### src/rtl/parity_pkg.sv
// Shared types and sizing helpers for the serial parity generator/checker.
package parity_pkg;

  localparam int WIDTH_MIN = 2;
  localparam int WIDTH_MAX = 64;

  typedef enum logic [1:0] {
    IDLE  = 2'd0,
    SHIFT = 2'd1,
    DONE  = 2'd2
  } state_t;

  // bit_cnt must be able to hold the value WIDTH itself
  function automatic int cnt_width(input int width);
    return $clog2(width + 1);
  endfunction

endpackage

### src/rtl/parity_accum.sv
// One-bit toggle accumulator: folds din into acc by XOR while en is high.
module parity_accum (
  input  logic clk,
  input  logic reset,
  input  logic clr,
  input  logic en,
  input  logic din,
  output logic acc
);

  always_ff @(posedge clk or posedge reset) begin
    if (reset) begin
      acc <= 1'b0;
    end else if (clr) begin
      acc <= 1'b0;
    end else if (en) begin
      acc <= acc ^ din;
    end
  end

endmodule

### src/rtl/serial_parity_unit.sv
// Serial parity generator/checker: consumes one word bit per clock and reports
// odd/even parity plus an optional mismatch against a received parity bit.
module serial_parity_unit
  import parity_pkg::*;
#(
  parameter int WIDTH     = 8,
  parameter bit MSB_FIRST = 1'b1
) (
  input  logic                        clk,
  input  logic                        reset,
  input  logic                        start,
  input  logic [WIDTH-1:0]            word,
  input  logic                        odd_mode,
  input  logic                        check_en,
  input  logic                        rx_parity,
  output logic                        ready,
  output logic                        busy,
  output logic                        cur_bit,
  output logic [cnt_width(WIDTH)-1:0] bit_cnt,
  output logic                        done,
  output logic                        parity,
  output logic                        error
);

  localparam int            CW   = cnt_width(WIDTH);
  localparam logic [CW-1:0] LAST = CW'(WIDTH - 1);

  if (WIDTH < WIDTH_MIN || WIDTH > WIDTH_MAX) begin : g_width_check
    $error("serial_parity_unit: WIDTH out of range");
  end

  state_t           state;
  logic [WIDTH-1:0] sreg;
  logic             odd_q;
  logic             chk_q;
  logic             rx_q;
  logic             acc;
  logic             head;
  logic             accept;
  logic             last;
  logic             par_final;

  assign head      = MSB_FIRST ? sreg[WIDTH-1] : sreg[0];
  assign accept    = start && (state == IDLE || state == DONE);
  assign last      = (state == SHIFT) && (bit_cnt == LAST);
  // The accumulator has not yet absorbed the final head bit on the DONE-entry edge
  assign par_final = acc ^ head ^ odd_q;
  assign cur_bit   = busy & head;

  parity_accum u_accum (
    .clk   (clk),
    .reset (reset),
    .clr   (accept),
    .en    (state == SHIFT),
    .din   (head),
    .acc   (acc)
  );

  always_ff @(posedge clk or posedge reset) begin
    if (reset) begin
      state   <= IDLE;
      sreg    <= '0;
      bit_cnt <= '0;
      odd_q   <= 1'b0;
      chk_q   <= 1'b0;
      rx_q    <= 1'b0;
      ready   <= 1'b1;
      busy    <= 1'b0;
      done    <= 1'b0;
      parity  <= 1'b0;
      error   <= 1'b0;
    end else begin
      case (state)
        IDLE, DONE: begin
          done <= 1'b0;
          if (start) begin
            state   <= SHIFT;
            sreg    <= word;
            odd_q   <= odd_mode;
            chk_q   <= check_en;
            rx_q    <= rx_parity;
            bit_cnt <= '0;
            parity  <= 1'b0;
            error   <= 1'b0;
            ready   <= 1'b0;
            busy    <= 1'b1;
          end else begin
            state <= IDLE;
            ready <= 1'b1;
            busy  <= 1'b0;
          end
        end
        SHIFT: begin
          sreg    <= MSB_FIRST ? {sreg[WIDTH-2:0], 1'b0} : {1'b0, sreg[WIDTH-1:1]};
          bit_cnt <= bit_cnt + CW'(1);
          if (last) begin
            state  <= DONE;
            ready  <= 1'b1;
            busy   <= 1'b0;
            done   <= 1'b1;
            parity <= par_final;
            error  <= chk_q & (par_final ^ rx_q);
          end
        end
        default: begin
          state <= IDLE;
          ready <= 1'b1;
          busy  <= 1'b0;
          done  <= 1'b0;
        end
      endcase
    end
  end

endmodule

### config.mk
export PLATFORM = sky130hd
export DESIGN_NAME = serial_parity_unit
export DESIGN_NICKNAME = d
export VERILOG_FILES = /design/src/rtl/parity_pkg.sv /design/src/rtl/parity_accum.sv /design/src/rtl/serial_parity_unit.sv
export SDC_FILE = /design/constraint.sdc
export NUM_CORES = 1
export LEC_CHECK = 0
export CAP_MARGIN = 20
export CORE_UTILIZATION = 41
export CTS_CLUSTER_DIAMETER = 40
export DETAILED_ROUTE_END_ITERATION = 8
export PLACE_DENSITY_LB_ADDON = 0.12
export RECOVER_POWER = 50
export SYNTH_ARGS = -nofsm -noshare
export SYNTH_HDL_FRONTEND = slang
export SYNTH_SLANG_ARGS = --single-unit
### constraint.sdc
create_clock -name clk -period 1.4 [get_ports clk]
set_input_delay 0.28 -clock clk [delete_from_list [all_inputs] [get_ports clk]]
set_output_delay 0.28 -clock clk [all_outputs]
set_load 0.1 [all_outputs]
==> results by group <==
Synthesis
  – Post-synthesis cell area: 973 µm²
  – Avg Inst Size Synth: 10.4 µm²
  – Syn Inst Count: 94
  – Synth Net Count: 109
  – Adder-cell share of the synthesized area: 1.29%
  – Largest family of logic cells by synthesized area: simple AND/OR/NAND/NOR gates
  – Post-synthesis compound-gate area fraction: 14.3%
  – XOR/XNOR Fraction of Synth Area: 3.21%
  – Synth Register Bits: 22
  – Mux cell area share after synthesis: 3.21%
  – Register area share after synthesis: 56.7%
  – Async S/R FF share, synth: 100%
  – Post-synth cell types: 28
  – Main synth FF type: dfrtp_1
  – Yosys warns: 0
  – Synth top area cells: dfrtp_1 54%, nand2_1 4.6%, o22ai_1 3.9%
  – Largest area contributor in the netlist: dfrtp_1
  – Simple-Gate Fraction of Synth Area: 16.8%
  – Commonest cells post-synth: 21 x dfrtp_1, 12 x nand2_1, 9 x nor2_1
  – Most numerous cell in the Yosys netlist: dfrtp_1
  – Post-synth EDFFs: 0
  – Yosys top cell area share: 54.0%

STA
  – Final hold slack: 473 ps
  – Max Freq: 717 MHz
  – Worst Skew: 4.59 ps
  – Slew @ Worst Pin: 540 ps
  – Final hold violation count: 0
  – Final setup violation count: 0
  – Pins over their slew limit: 0
  – Final TNS setup: 0 ps
  – RSZ-0062 raised after global routing: yes
  – Post-layout min period: 1390 ps
  – Fin crit share: 99.6%
  – Slew margin rel.: 64.0%

Clocking
  – CTS clock-pin slew for the worst setup and hold paths: 130 ps
  – Total CTS buffers: 3
  – Root Driver: clkbuf_4
  – Sinks on Clock Net: 22
  – CTS max path bufs: 2
  – CTS tree: yes
  – Clk_lat worst skew: 320 ps
  – H-tree levels: 1

Floorplanning
  – Row count: 17
  – Core area: 2230 µm²
  – Die Span X: 50.7 µm
  – Starting Density: 43.6%
  – # IOs: 24
  – Die area: 2570 µm²
  – Die H: 50.7 µm

Setup path
  – Startpoint Class: flop
  – Critical Path End Type: primary output
  – CP arrival: 1110 ps
  – Max Fanout on Critical Path: 2
  – Crit path required time: 1120 ps
  – FF-to-FF setup slack: 30 ps
  – Worst setup path class: reg2out

Placement
  – Post-DP Area: 1450 µm²
  – Port bufs: 23
  – Placed Instances: 151
  – Detail Placement HPWL: 1.49 mm
  – GPL Wtd Cong: 0.783

Finish
  – Area grow syn2layout: 56.6%
  – Finished Layout Cells: 158
  – NumNets Final: 146
  – Layout cells sized above 1: 32.3%
  – Antenna diodes: 0
  – Final Cell Area: 1520 µm²

Job
  – Max-cap violations: 0

Drt
  – Avg WL per Cell: 13.0 µm
  – Final wirelength: 2.05 mm
  – Initial DRC Count: 15
  – Post-DR vias/cell: 5.11
  – Vias: 807
  – DRC: 0
  – Drt first pass iters: 4
  – Routed Antenna Nets: 0

Worst hold path
  – Hold crit path type: in2reg

Run status
  – Status: complete, no violations

Global routing
  – Number of global-route vias before repair: 856
  – First-pass GRT wire length: 3.60 mm
  – Pin count of the biggest net entering global routing: 23
  – Initial antenna violation count: 0
  – Remaining Overflow, GRT: 0
  – Gr usage total: 19.0%
==> per-stage QoR <==
step | utilization (%) | setup slack, ps
after floorplan | - | -70.9
after global placement | 64.8 | -173
after detailed placement | 64.8 | -250
after CTS | 68.1 | -7.20
after global routing | 68.2 | -40.9
final | 68.2 | 5.79
==> path summary, 6_finish.rpt <==
path / startpoint / to / depth (start not counted)
max: busy / cur_bit / 3
max in group asynchronous: reset / bit_cnt[1] / 3
min: rx_parity / rx_q / 3
max reg2reg: bit_cnt[0] / error / 6
min reg2reg: odd_q / odd_q / 2
min in group asynchronous: reset / done / 3
==> layout by cell type, fill, tap and decap left out, drive strengths merged, types with 2 or more instances in the layout <==
cell and n:
buf 22, dfrtp 21, nand2 12, clkdlybuf4s50 12, nor2 9, o22ai 6
nor3 6, inv 5, clkbuf 5, o21ai 4, a22o 3, o211ai 2
nand3 2, mux2i 2, nor2b 2, nand2b 2
==> cell families after synthesis <==
logic type,count (synthesis)
xor+xnor,2
fa+ha+maj,1
simple gates,36
mux,3
buf+inv,10
flops,22
compound gates,20
==> worst max-delay path, cell delays in order, from the launching register on <==
cell and delay, ps:
dfrtp_4 530, inv_4 70, nor2_4 40, buf_12 160
==> state kept, by name (all words and copies together), names as in the netlist <==
| name | flops |
|---|---|
| chk_q | 1 |
| ready | 1 |
| state | 1 |
| busy | 1 |
| done | 1 |
| rx_q | 1 |
| u_accum.acc | 1 |
| odd_q | 1 |
| bit_cnt | 4 |
| parity | 1 |
| error | 1 |
| sreg | 8 |
==> layer usage <==
layer,share of wire [%],track usage (%),routed length [µm],vias up
li1,-,-,-,400
met1,45,22.9,925,386
met2,50,32.4,1030,16
met3,3.1,3.64,63,5
met4,1.4,8.80,29,0
met5,0,0,0,-
==> what timing repair did <==
item / 4_1_cts / 5_1_grt
endpoints found under the setup margin: 2 / 4
hold buffers: 0 / 0
gates resized for setup: 2 / 1
setup buffers: 2 / 1
pin swaps: 1 / 2
==> area by class of cell <==
cell class | count | area (µm²)
Clock buffer | 3 | 22.5
Tap cell | 28 | 35.0
Timing Repair Buffer | 37 | 433
Clock inverter | 1 | 30.0
Sequential cell | 22 | 569
Inverter | 5 | 21.3
Multi-Input combinational cell | 62 | 413
Fill cell | 194 | 709
Power is not shown: default switching activity piles up to over one toggle a cycle in this logic, so the estimate is an artifact.
